### src/rtl/bus_decoder_pkg.sv
// Shared types and widths for the bus_decoder address decoder and its region matcher.
package bus_decoder_pkg;

  localparam int IDX_W  = 5;
  localparam int WAIT_W = 4;
  localparam int MISS_W = 10;

  typedef enum logic [1:0] {
    IDLE,
    WAIT,
    ACK,
    MISS
  } state_t;

endpackage

### src/rtl/bus_decoder_region_match.sv
// Combinational priority matcher: lowest enabled matching region wins, giving
// a one-hot select and its index.
module region_match
  import bus_decoder_pkg::*;
#(
  parameter int                              ADDR_W       = 24,
  parameter int                              NUM_REGIONS  = 16,
  parameter logic [NUM_REGIONS*ADDR_W-1:0]   REGION_BASE  = '0,
  parameter logic [NUM_REGIONS*5-1:0]        REGION_WIDTH = '0
) (
  input  logic [ADDR_W-1:0]      addr,
  input  logic [NUM_REGIONS-1:0] region_en,
  output logic                   match,
  output logic [NUM_REGIONS-1:0] onehot,
  output logic [IDX_W-1:0]       idx
);

  // Walk from the top index down so the lowest matching region is the last writer.
  always_comb begin
    match  = 1'b0;
    onehot = '0;
    idx    = '0;
    for (int i = NUM_REGIONS - 1; i >= 0; i--) begin
      if (region_en[i] &&
          ((addr >> REGION_WIDTH[i*5 +: 5]) ==
           (REGION_BASE[i*ADDR_W +: ADDR_W] >> REGION_WIDTH[i*5 +: 5]))) begin
        match     = 1'b1;
        idx       = IDX_W'(i);
        onehot    = '0;
        onehot[i] = 1'b1;
      end
    end
  end

endmodule

### src/rtl/bus_decoder.sv
// CPU bus address decoder with per-region wait states and DTACK generation.
// Optional unmapped-access bus error timeout enabled by macro BUS_DECODER_BERR_EN.
module bus_decoder
  import bus_decoder_pkg::*;
#(
  parameter int                                 ADDR_W       = 24,
  parameter int                                 NUM_REGIONS  = 16,
  parameter logic [NUM_REGIONS*ADDR_W-1:0]      REGION_BASE  = '0,
  parameter logic [NUM_REGIONS*5-1:0]           REGION_WIDTH = '0,
  parameter logic [NUM_REGIONS*WAIT_W-1:0]      REGION_WAIT  = '0,
  parameter int                                 BERR_TIMEOUT = 255
) (
  input  logic                   clk,
  input  logic                   reset,
  input  logic [ADDR_W-1:0]      cpu_a,
  input  logic                   cpu_as_n,
  input  logic [NUM_REGIONS-1:0] region_en,
  output logic [NUM_REGIONS-1:0] cs,
  output logic [IDX_W-1:0]       cs_idx,
  output logic                   hit,
  output logic                   dtack_n,
  output logic                   berr_n
);

  if (NUM_REGIONS < 1 || NUM_REGIONS > 32 || BERR_TIMEOUT < 1 || BERR_TIMEOUT > 1023) begin : g_param_check
    $error("bus_decoder: NUM_REGIONS or BERR_TIMEOUT out of range");
  end

  state_t                   state, state_next;
  logic                     armed;
  logic [NUM_REGIONS-1:0]   cs_lat;
  logic [IDX_W-1:0]         idx_lat;
  logic [WAIT_W-1:0]        wait_cnt;
  logic                     dec_match;
  logic [NUM_REGIONS-1:0]   dec_onehot;
  logic [IDX_W-1:0]         dec_idx;
  logic [WAIT_W-1:0]        dec_wait;

  region_match #(
    .ADDR_W      (ADDR_W),
    .NUM_REGIONS (NUM_REGIONS),
    .REGION_BASE (REGION_BASE),
    .REGION_WIDTH(REGION_WIDTH)
  ) u_match (
    .addr     (cpu_a),
    .region_en(region_en),
    .match    (dec_match),
    .onehot   (dec_onehot),
    .idx      (dec_idx)
  );

  always_comb begin
    dec_wait = '0;
    for (int i = 0; i < NUM_REGIONS; i++) begin
      if (dec_idx == IDX_W'(i)) dec_wait = REGION_WAIT[i*WAIT_W +: WAIT_W];
    end
  end

  always_ff @(posedge clk) begin
    if (reset) state <= IDLE;
    else       state <= state_next;
  end

  always_comb begin
    state_next = state;
    case (state)
      IDLE: if (armed && !cpu_as_n) state_next = dec_match ? WAIT : MISS;
      WAIT: begin
        if (cpu_as_n)            state_next = IDLE;
        else if (wait_cnt == '0) state_next = ACK;
      end
      ACK:  if (cpu_as_n) state_next = IDLE;
      MISS: if (cpu_as_n) state_next = IDLE;
      default: state_next = IDLE;
    endcase
  end

  // A strobe is only accepted once AS has been seen high while idle, so a
  // held-low AS (after an access or a reset) never starts a second cycle.
  always_ff @(posedge clk) begin
    if (reset) begin
      armed    <= 1'b0;
      cs_lat   <= '0;
      idx_lat  <= '0;
      wait_cnt <= '0;
    end else if (state == IDLE) begin
      if (cpu_as_n) begin
        armed <= 1'b1;
      end else if (armed) begin
        armed    <= 1'b0;
        cs_lat   <= dec_onehot;
        idx_lat  <= dec_idx;
        wait_cnt <= dec_wait;
      end
    end else if (state == WAIT && wait_cnt != '0) begin
      wait_cnt <= wait_cnt - 1'b1;
    end
  end

`ifdef BUS_DECODER_BERR_EN
  logic [MISS_W-1:0] miss_cnt;

  always_ff @(posedge clk) begin
    if (reset || state == IDLE)
      miss_cnt <= '0;
    else if (state == MISS && miss_cnt != MISS_W'(BERR_TIMEOUT))
      miss_cnt <= miss_cnt + 1'b1;
  end
`endif

  always_comb begin
    hit     = (state == WAIT) || (state == ACK);
    cs      = hit ? cs_lat : '0;
    cs_idx  = hit ? idx_lat : '0;
    dtack_n = (state != ACK);
`ifdef BUS_DECODER_BERR_EN
    berr_n  = !((state == MISS) && (miss_cnt == MISS_W'(BERR_TIMEOUT)));
`else
    berr_n  = 1'b1;
`endif
  end

endmodule

### config.mk
export PLATFORM = sky130hd
export DESIGN_NAME = bus_decoder
export DESIGN_NICKNAME = d
export VERILOG_FILES = /design/src/rtl/bus_decoder_pkg.sv /design/src/rtl/bus_decoder_region_match.sv /design/src/rtl/bus_decoder.sv
export SDC_FILE = /design/constraint.sdc
export NUM_CORES = 1
export LEC_CHECK = 0
export ABC_CLOCK_PERIOD_IN_PS = 1570
export BUFFER_PORTS_ARGS = -buffer_cell sky130_fd_sc_hd__buf_4
export CORE_ASPECT_RATIO = 2
export CORE_MARGIN = 1.5
export CORE_UTILIZATION = 43
export CTS_CLUSTER_DIAMETER = 50
export DETAILED_ROUTE_END_ITERATION = 6
export GPL_TIMING_DRIVEN = 0
export PLACE_DENSITY = 0.79
export RECOVER_POWER = 100
export SKIP_CTS_REPAIR_TIMING = 1
export SLEW_MARGIN = 20
export SYNTH_ARGS = -nofsm -noshare
export SYNTH_HDL_FRONTEND = slang
export SYNTH_SLANG_ARGS = --single-unit
### constraint.sdc
create_clock -name clk -period 1.57 [get_ports clk]
set_input_delay 0.471 -clock clk [delete_from_list [all_inputs] [get_ports clk]]
set_output_delay 0.471 -clock clk [all_outputs]
set_load 0.02 [all_outputs]
## After elaboration in Yosys (flattened, before gate mapping)

Cells that the tools add are included.

- Memory bits (read-only): 0
- Memories kept: 0
- Word-level logic and storage cells: 106
- Output and inout bits: 24
- Latch bits: 0
- Bits in writable memories: 0
- Bits in registers: 28
- Input port bits: 43

- $lt $le $gt $ge: 0
- Muxes and demuxes: 61
- Add/sub/neg operators: 1
- $mul: 0
- Div/mod/pow operators: 0
- Equality and inequality tests: 9
- Shift-type cells: 0
- Bitwise gates (word level): 1
- Reductions and logical operators: 29

Operator list:

| cell | number |
|---|---|
| two-way mux 16 bit | 17 |
| two-way mux 5 bit | 16 |
| logical NOT 24 bit | 1 |
| two-way mux 4 bit | 5 |
| logical AND 1 bit | 18 |
| two-way mux 1 bit | 17 |
| two-way mux 2 bit | 5 |
| AND reduction 3 bit | 3 |
| != test 2 bit (second input constant) | 4 |
| case mux 2 bit (3 select lines) | 1 |
| equality test 2 bit (second input constant) | 2 |
| logical NOT 4 bit | 1 |
| nonzero test 4 bit | 1 |
| subtractor 4 x 1 -> 4 bit (second input constant) | 1 |
| != test 3 bit (second input constant) | 1 |
| equality test 2 x 1 -> 1 bit (second input constant) | 1 |
| logical NOT 2 bit | 1 |
| != test 2 x 1 -> 1 bit (second input constant) | 1 |
| nonzero test 2 bit | 1 |
| OR reduction 2 bit | 1 |
| logical NOT 1 bit | 1 |
| logical OR 1 bit | 1 |
| inverter 1 bit | 1 |

## Longest topological paths before layout

Gate-level depths: netlist (run 1).

- Depth in word-level cells: 21
- Gate-level depth with buffers: 7
- Mapped depth without buffers: 6

## Hierarchy

From an unflattened synthesis (run 1), not the netlist that was laid out.

- Cell total of the unflattened synthesis: 231
- Area total of the unflattened synthesis: 1761.7 um^2

By module, submodules not included:

| module | cells each | times used | area each (um^2) | sequential area each (um^2) |
|---|---|---|---|---|
| bus_decoder | 168 | 1 | 1338.8 | 560.5 |
| region_match | 63 | 1 | 422.9 | 0.0 |

## Worst setup path before layout (run 1)

OpenSTA, ideal clock, no wires.

- Kind: register -> output
- Start: register state[1]
- End: output cs[0]
- Path buffers: 1
- Path slack: -0.184 ns
- Stages on the path, launching flop included: 5
- Data required time: 1.099 ns
- Data arrival time: 1.283 ns
- Cells stage by stage: dfxtp_1 inv_1 ha_1 clkbuf_1 and2_1

- Cells in the longest elaborated chain, start to end: 3
- Elaborated cells between the ends (all ways): 4
- Those cells by class: 2 x eq/ne; 1 x mux; 1 x reduce/logical

Ends and longest elaborated chain:

| item | RTL line | RTL |
|---|---|---|
| start: declaration | bus_decoder.sv:29 | `state_t state, state_next;` |
| start signal: assignment | bus_decoder.sv:61 | `else state <= state_next;` |
| equality test 2 x 1 -> 1 bit / equality test 2 bit (equally long branches) | bus_decoder.sv:112 | `hit = (state == WAIT) \|\| (state == ACK);` |
| logical OR 1 bit (*) | bus_decoder.sv:112 |  |
| net hit | bus_decoder.sv:20 | `output logic hit,` |
| two-way mux 16 bit (*) | bus_decoder.sv:113 | `cs = hit ? cs_lat : '0;` |
| end: declaration | bus_decoder.sv:18 | `output logic [NUM_REGIONS-1:0] cs,` |

Mark *: on every way through the listed nets, which the timed path passes. The rest lies on a longest branch.

## Worst setup path after layout (run 1)

- Start: register state[1]
- End: output cs[2]

- Cells in the longest elaborated chain, start to end: 3
- Elaborated cells between the ends (all ways): 4
- Those cells by class: 2 x eq/ne; 1 x mux; 1 x reduce/logical

Ends and longest elaborated chain:

| item | RTL line |
|---|---|
| equality test 2 x 1 -> 1 bit / equality test 2 bit (equally long branches) | bus_decoder.sv:112 |
| logical OR 1 bit (*) | bus_decoder.sv:112 |
| two-way mux 16 bit (*) | bus_decoder.sv:113 |

Mark *: on every way between the ends. The rest lies on a longest branch, timed or not.

==> results_tabular.tex, run 1 <==
\begin{tabular}{lr}
\hline
Metric & Value \\
\hline
\multicolumn{2}{l}{\textbf{Run status}} \\
\quad Outcome & finished, violations left \\
\quad Violated checks & negative setup slack \\
\multicolumn{2}{l}{\textbf{Min path}} \\
\quad Worst min-delay path startpoint & reset \\
\quad Capture endpoint of the worst hold path & wait\_cnt[1] \\
\quad Worst hold path cell count & 2 \\
\quad Hold crit path type & input pin to register \\
\multicolumn{2}{l}{\textbf{Yosys}} \\
\quad Primary flip-flop cell chosen by synthesis mapping & dfxtp\_1 \\
\quad Share of the synthesized area in the top cell type & 33.5\% \\
\quad Leading cell types by total area after synthesis & dfxtp\_1, and2\_1, a32o\_1 \\
\quad Flops \& latches, synth & 27 \\
\quad Biggest area consumer among synthesized cells & dfxtp\_1 \\
\quad Asr flop ratio synth & 0\% \\
\quad Synthesized netlist cell count & 190 \\
\quad Number of enable flip-flop cells after synthesis & 0 \\
\quad Net count after synthesis & 239 \\
\quad Yosys warnings & 0 \\
\quad Count of cell types in the netlist & 49 \\
\quad Register area share after synthesis & 33.5\% \\
\quad Syn Std Cell Area & around 0.0016 mm² \\
\quad Post-synthesis average cell area & about 8.5 µm² \\
\multicolumn{2}{l}{\textbf{Timing}} \\
\quad F\_max & 531 MHz \\
\quad Setup repair after global routing missed its margin & yes \\
\quad Tightest Pin Transition & $\sim$0.63 ns \\
\quad Max Transition Viols Final & 0 \\
\quad Crit path time final & 1.88 ns \\
\quad Worst-case headroom to the max-slew limit & 57.9\% \\
\quad Number of failing hold endpoints at the final stage & 0 \\
\quad Setup skew after layout & 0.00410 ns \\
\quad PnR worst setup slack & -0.312 ns \\
\quad Final setup violation count & 23 \\
\quad Post-route setup TNS & -6.31 ns \\
\quad Ratio of final minimum period to clock period & 120\% \\
\multicolumn{2}{l}{\textbf{Routing}} \\
\quad First-iteration detailed-routing DRC count & 27 \\
\quad WL/cell & 14.8 µm \\
\quad Post-Route WL & 4650 µm \\
\quad Met3 wirelength from detailed routing & about 120 µm \\
\quad Ratio of routed vias to standard cells & 5.41 \\
\quad Residual DRC & 0 \\
\quad Routed vias & between 1500 and 2000 \\
\quad Number of iterations in the first detailed-routing pass & 4 \\
\quad Highest metal layer with signal wires & met4 \\
\quad Wire length on met1 & 1740 µm \\
\quad Routed Antenna Nets & 0 \\
\quad Met2 routed WL & between 2000 and 3000 µm \\
\multicolumn{2}{l}{\textbf{Worst setup path}} \\
\quad Type of element capturing the critical path & output pin \\
\quad Worst Path Max Fanout & 5 \\
\quad Longest individual stage delay on the worst path & 0.39 ns \\
\quad Family with the most delay on the worst path & flip-flops \\
\quad Reg2reg path depth & 6 \\
\quad Critical path startpoint category & register \\
\quad Cell occurring most often along the worst timing path & buf\_6 \\
\quad Class of the most critical setup path & register to output pin \\
\quad Critical R2R Launch & wait\_cnt[0] \\
\quad Chain of cells forming the critical path & inv\_4 -> ha\_4 -> buf\_6 -> and2\_4 -> buf\_6 \\
\quad Count of buffer and inverter cells on the critical path & 3 \\
\quad CP required & around 1.1 ns \\
\quad Arrival @ worst endpoint & 1.41 ns \\
\quad Worst flop-to-flop path endpoint & state[1] \\
\quad Worst reg2reg setup slack & -0.05 ns \\
\quad CP max stage cell & dfxtp\_4 \\
\quad Stages on worst setup path & 5 \\
\multicolumn{2}{l}{\textbf{Placed design}} \\
\quad Detailed-placement wirelength estimate & 3360 µm \\
\quad Placed cell area & 0.00220 mm² \\
\quad Global placer's final weighted congestion & about 0.89 \\
\quad Count of buffers inserted at the top-level ports & 64 \\
\multicolumn{2}{l}{\textbf{GRT}} \\
\quad GRT Resource Usage Total & a little over a fifth \\
\quad Sum of overflow across all layers after global routing & 0 \\
\quad Initial antenna violation count & 0 \\
\quad Global-route wire length before repair & 6600 µm \\
\quad Vias in the first global route & 1577 \\
\quad Largest net degree at the start of global routing & 15 \\
\multicolumn{2}{l}{\textbf{Floorplan}} \\
\quad Starting utilization of the core area & about 45\% \\
\quad Die width & 46.3 µm \\
\quad Total number of placement rows & 31 \\
\quad Core Box Area & between 0.003 and 0.004 mm² \\
\quad Overall die area & 0.00415 mm² \\
\quad Die Span Y & 89.6 µm \\
\quad Number of placed I/O pins & 67 \\
\multicolumn{2}{l}{\textbf{Clock tree}} \\
\quad Total clock buffers created by CTS & 3 \\
\quad Worst-skew pair later-pin latency & 0.27 ns \\
\quad Number of sinks handled by clock tree synthesis & 27 \\
\quad Deepest clock path buffer count & 2 \\
\quad Clock transition at the registers of the reported paths & 0.09 ns \\
\quad CTS tree & yes \\
\quad Cell chosen for the clock root & clkbuf\_8 \\
\quad H-tree depth & 1 \\
\multicolumn{2}{l}{\textbf{Finish}} \\
\quad Final core utilization & 69.5\% \\
\quad Number of nets in the layout & 315 \\
\quad Antenna fix cells & 0 \\
\quad Growth of design area from synthesis to finish & 55.3\% \\
\quad Design Area, Final & 0.00251 mm² \\
\quad Share of final-layout standard cells stronger than drive strength 1 & around half \\
\quad Most common cell after layout, fill and taps aside & buf\_4 \\
\quad Commonest non-fill, non-tap cells in the layout & buf\_4, buf\_6, dfxtp\_1 \\
\multicolumn{2}{l}{\textbf{Power and ir drop}} \\
\quad Leakage component of the power & a little over 1 nW \\
\quad VDD IR-drop max & between 0.5 and 0.6 mV \\
\quad Final total power & between 1.5 and 2 mW \\
\quad Total power per unit cell area & between 700 and 800 mW/mm² \\
\multicolumn{2}{l}{\textbf{Run}} \\
\quad Number of max-capacitance violations reported & 0 \\
\hline
\end{tabular}
==> synthesized netlist by cell type, types with 3 or more instances <==
library cell	instances
a22o_1	4
a32o_1	8
and2_1	23
clkbuf_1	3
dfxtp_1	27
ha_1	6
inv_1	8
nand2_1	18
nand2b_1	3
nand3_1	4
nand3b_1	3
nand4_1	3
nor2_1	13
nor3_1	4
nor4_1	12
o21ai_0	3
o21ai_1	8
==> logic make-up after synthesis <==
logic type | share of synthesized area [%]
multiplexers | 2.02
flip-flops | 33.5
AO/OA/AOI/OAI | 16.7
AND/OR/NAND/NOR | 36.8
other | 0.465
adder cells (fa/ha/maj) | 4.65
buffers and inverters | 4.81
XOR/XNOR | 1.09
==> sequential cells by signal (all words and copies together) (netlist names) <==
| signal | count |
|---|---|
| cs_lat | 16 |
| idx_lat | 4 |
| wait_cnt | 4 |
| state | 2 |
| armed | 1 |
==> metal layers <==
| layer | global-route usage (%) | vias to the layer above |
|---|---|---|
| met5 | 0 | - |
| met4 | 10.6 | 0 |
| met1 | 21.0 | 798 |
| met3 | 2.00 | 16 |
| met2 | 40.5 | 47 |
| li1 | - | 839 |
==> stage by stage <==
step                std cells  hold slack (ns)  setup WS [ns]
finish                    314            0.413         -0.312
global route              314            0.410         -0.350
CTS                       307            0.400         -0.485
detailed placement        303            0.436         -0.263
global placement          303            0.429         -0.238
floorplan                 190            0.421        0.00596
==> power breakdown <==
part           leakage, nW  switching (mW)  internal (mW)
Clock               0.0228           0.212          0.182
Sequential           0.220          0.0286          0.708
Combinational        0.784           0.391          0.393
==> worst max path at each step <==
stage               slack, ns        end          start
finish                  -0.31      cs[2]       state[1]
global route            -0.35      cs[7]       state[1]
global placement        -0.24   state[1]  region_en[11]
CTS                     -0.49  cs_idx[3]       state[1]
detailed placement      -0.26   state[1]  region_en[11]
floorplan               0.006      cs[0]       state[1]
==> cell type report <==
class / count / area [µm²]
inverters: 8 / 35.0
well taps: 49 / 61.3
clock buffers: 4 / 45.0
flip-flops and latches: 27 / 551
fillers: 316 / 1100
repair buffers: 72 / 627
multi-input cells: 147 / 1120
plain buffers: 7 / 65.1
Power figures use the tool's default switching activity.
==> run 2, diff against run 1 <==
Settings changed: CORE_ASPECT_RATIO 2 to not set.
==> run 2 against run 1 <==
The run still ends with negative setup slack left; maximum frequency is 1.1% higher; core utilization up 0.63 points; combinational power is 7.1% higher; clock power about the same; worst setup slack gained 0.021 ns; critical path type unchanged; highest routed layer unchanged.
==> results_tabular.tex, run 2 (synthesized netlist as in run 1, its figures left out) <==
\begin{tabular}{lr}
\hline
Metric & Value \\
\hline
\multicolumn{2}{l}{\textbf{Finish}} \\
\quad Register with the most flip-flops & cs\_lat \\
\quad Largest registers & cs\_lat (16), idx\_lat (4), wait\_cnt (4) \\
\quad Antenna fix cells & 0 \\
\quad Commonest non-fill, non-tap cells in the layout & buf\_4, buf\_6, dfxtp\_1 \\
\quad Final core utilization & 70.1\% \\
\quad Max FFs per register & 16 \\
\quad Number of nets in the layout & 318 \\
\quad Growth of design area from synthesis to finish & 57.9\% \\
\quad Most common cell after layout, fill and taps aside & buf\_4 \\
\quad Share of final-layout standard cells stronger than drive strength 1 & 51.9\% \\
\quad Filler cells & 299 \\
\multicolumn{2}{l}{\textbf{Clock tree}} \\
\quad Total clock buffers created by CTS & 3 \\
\quad Deepest clock path buffer count & 2 \\
\quad Clock transition at the registers of the reported paths & $\sim$0.090 ns \\
\quad H-tree depth & 1 \\
\quad Cell chosen for the clock root & clkbuf\_8 \\
\quad Worst-skew pair later-pin latency & 0.27 ns \\
\quad CTS tree & yes \\
\quad Number of sinks handled by clock tree synthesis & 27 \\
\multicolumn{2}{l}{\textbf{Worst setup path}} \\
\quad Arrival @ worst endpoint & around 1.4 ns \\
\quad Worst flop-to-flop path endpoint & state[1] \\
\quad Type of element capturing the critical path & output pin \\
\quad Critical path startpoint category & register \\
\quad Worst reg2reg setup slack & -0.08 ns \\
\quad Worst Path Max Fanout & 5 \\
\quad Class of the most critical setup path & register to output pin \\
\quad Reg2reg path depth & 6 \\
\quad Critical R2R Launch & wait\_cnt[1] \\
\quad Worst setup startpoint & state[0] \\
\quad CP required & 1.10 ns \\
\multicolumn{2}{l}{\textbf{Min path}} \\
\quad Hold crit path type & input pin to register \\
\quad Capture endpoint of the worst hold path & state[0] \\
\quad Worst hold path cell count & 2 \\
\quad Worst min-delay path startpoint & reset \\
\multicolumn{2}{l}{\textbf{Timing}} \\
\quad Setup repair after global routing missed its margin & yes \\
\quad Setup skew after layout & 0.00390 ns \\
\quad Worst-case headroom to the max-slew limit & 53.4\% \\
\quad Tightest hold margin & 0.407 ns \\
\quad Crit path time final & 1.86 ns \\
\quad PnR worst setup slack & -0.291 ns \\
\quad Max Transition Viols Final & 0 \\
\quad Tightest Pin Transition & 0.693 ns \\
\quad Final setup violation count & 24 \\
\quad Number of failing hold endpoints at the final stage & 0 \\
\quad Ratio of final minimum period to clock period & 119\% \\
\quad F\_max & 537 MHz \\
\multicolumn{2}{l}{\textbf{Floorplan}} \\
\quad Total number of placement rows & 22 \\
\quad Starting utilization of the core area & approximately 44\% \\
\quad Die Span Y & 64.3 µm \\
\quad Die width & 64.3 µm \\
\quad Overall die area & 0.00413 mm² \\
\quad Number of placed I/O pins & 67 \\
\quad Core Box Area & 0.00363 mm² \\
\multicolumn{2}{l}{\textbf{Placed design}} \\
\quad Global placer's final weighted congestion & between 0.7 and 0.8 \\
\quad Detailed-placement wirelength estimate & 3260 µm \\
\quad Count of buffers inserted at the top-level ports & 64 \\
\quad Pre-CTS WS & -0.355 ns \\
\multicolumn{2}{l}{\textbf{Routing}} \\
\quad WL/cell & between 10 and 15 µm \\
\quad Number of iterations in the first detailed-routing pass & 4 \\
\quad First-iteration detailed-routing DRC count & 70 \\
\quad Routed Antenna Nets & 0 \\
\quad Routed vias & 1686 \\
\quad Residual DRC & 0 \\
\quad Post-Route WL & 4650 µm \\
\quad Ratio of routed vias to standard cells & $\sim$5.3 \\
\multicolumn{2}{l}{\textbf{Power and ir drop}} \\
\quad Leakage component of the power & 1.04 nW \\
\quad VDD IR-drop max & between 0.5 and 0.6 mV \\
\quad Final total power & 1.96 mW \\
\quad Total power per unit cell area & 769 mW/mm² \\
\multicolumn{2}{l}{\textbf{GRT}} \\
\quad Largest net degree at the start of global routing & 16 \\
\quad Vias in the first global route & 1568 \\
\quad Sum of overflow across all layers after global routing & 0 \\
\quad Initial antenna violation count & 0 \\
\quad GRT Resource Usage Total & 21.1\% \\
\quad Global-route wire length before repair & around 7000 µm \\
\multicolumn{2}{l}{\textbf{Run status}} \\
\quad Violated checks & negative setup slack \\
\quad Outcome & finished, violations left \\
\multicolumn{2}{l}{\textbf{Run}} \\
\quad Number of max-capacitance violations reported & 0 \\
\hline
\end{tabular}
## run 2: cell types whose count changed in the layout (fill, tap and decap cells not counted), moves of 2 or more
cell    previous run  this run
nor4_2             2         4
inv_2              2         4
nor4_1            11         9
buf_4             51        54
ha_4               1         3
## run 2: how the worst max path moves through the flow
stage               depth (start not counted)        to  slack [ns]
finish                                      5     cs[7]       -0.29
global route                                5    cs[15]       -0.34
CTS                                         5     cs[6]       -0.49
detailed placement                          4  state[1]       -0.35
global placement                            4  state[1]       -0.32
floorplan                                   4     cs[0]       0.006
## run 2: where the power goes
| part | switching, mW | internal, mW | total [mW] |
|---|---|---|---|
| clock network | 0.216 | 0.178 | 0.394 |
| logic | 0.410 | 0.430 | 0.840 |
| registers | 0.0204 | 0.705 | 0.726 |
## run 2: metrics by stage
step           instances  instance area, µm²  setup TNS, ns
6_report             316                2550          -5.77
5_1_grt              316                2550          -6.98
4_1_cts              306                2240         -12.34
3_5_place_dp         302                2190          -7.14
3_3_place_gp         302                2190          -5.42
2_1_floorplan        190                1650              0
## run 2: layout make-up
| type | instances | area (µm²) | area share [%] |
|---|---|---|---|
| timing repair buffer | 75 | 653 | 25.6 |
| sequential | 27 | 548 | 21.5 |
| multi-input combinational | 147 | 1150 | 45.3 |
| tap | 48 | 60.1 | 2.36 |
| inverter | 8 | 32.5 | 1.28 |
| clock buffer | 3 | 41.3 | 1.62 |
| buffer | 7 | 55.1 | 2.16 |
| clock inverter | 1 | 5.00 | 0.196 |
## run 2: worst max-delay path, cell delays in order, from the launching register on
cell     delay (ns)
dfxtp_4        0.38
inv_4          0.04
ha_4           0.31
buf_6          0.14
and2_4         0.14
buf_6          0.11
## run 2: routing by layer
layer	routed length, µm	up-vias	global-route usage [%]
met4	34	0	5.85
met5	0	-	0
met2	2530	41	37.5
met1	1900	797	25.8
li1	-	846	-
met3	189	2	4.23
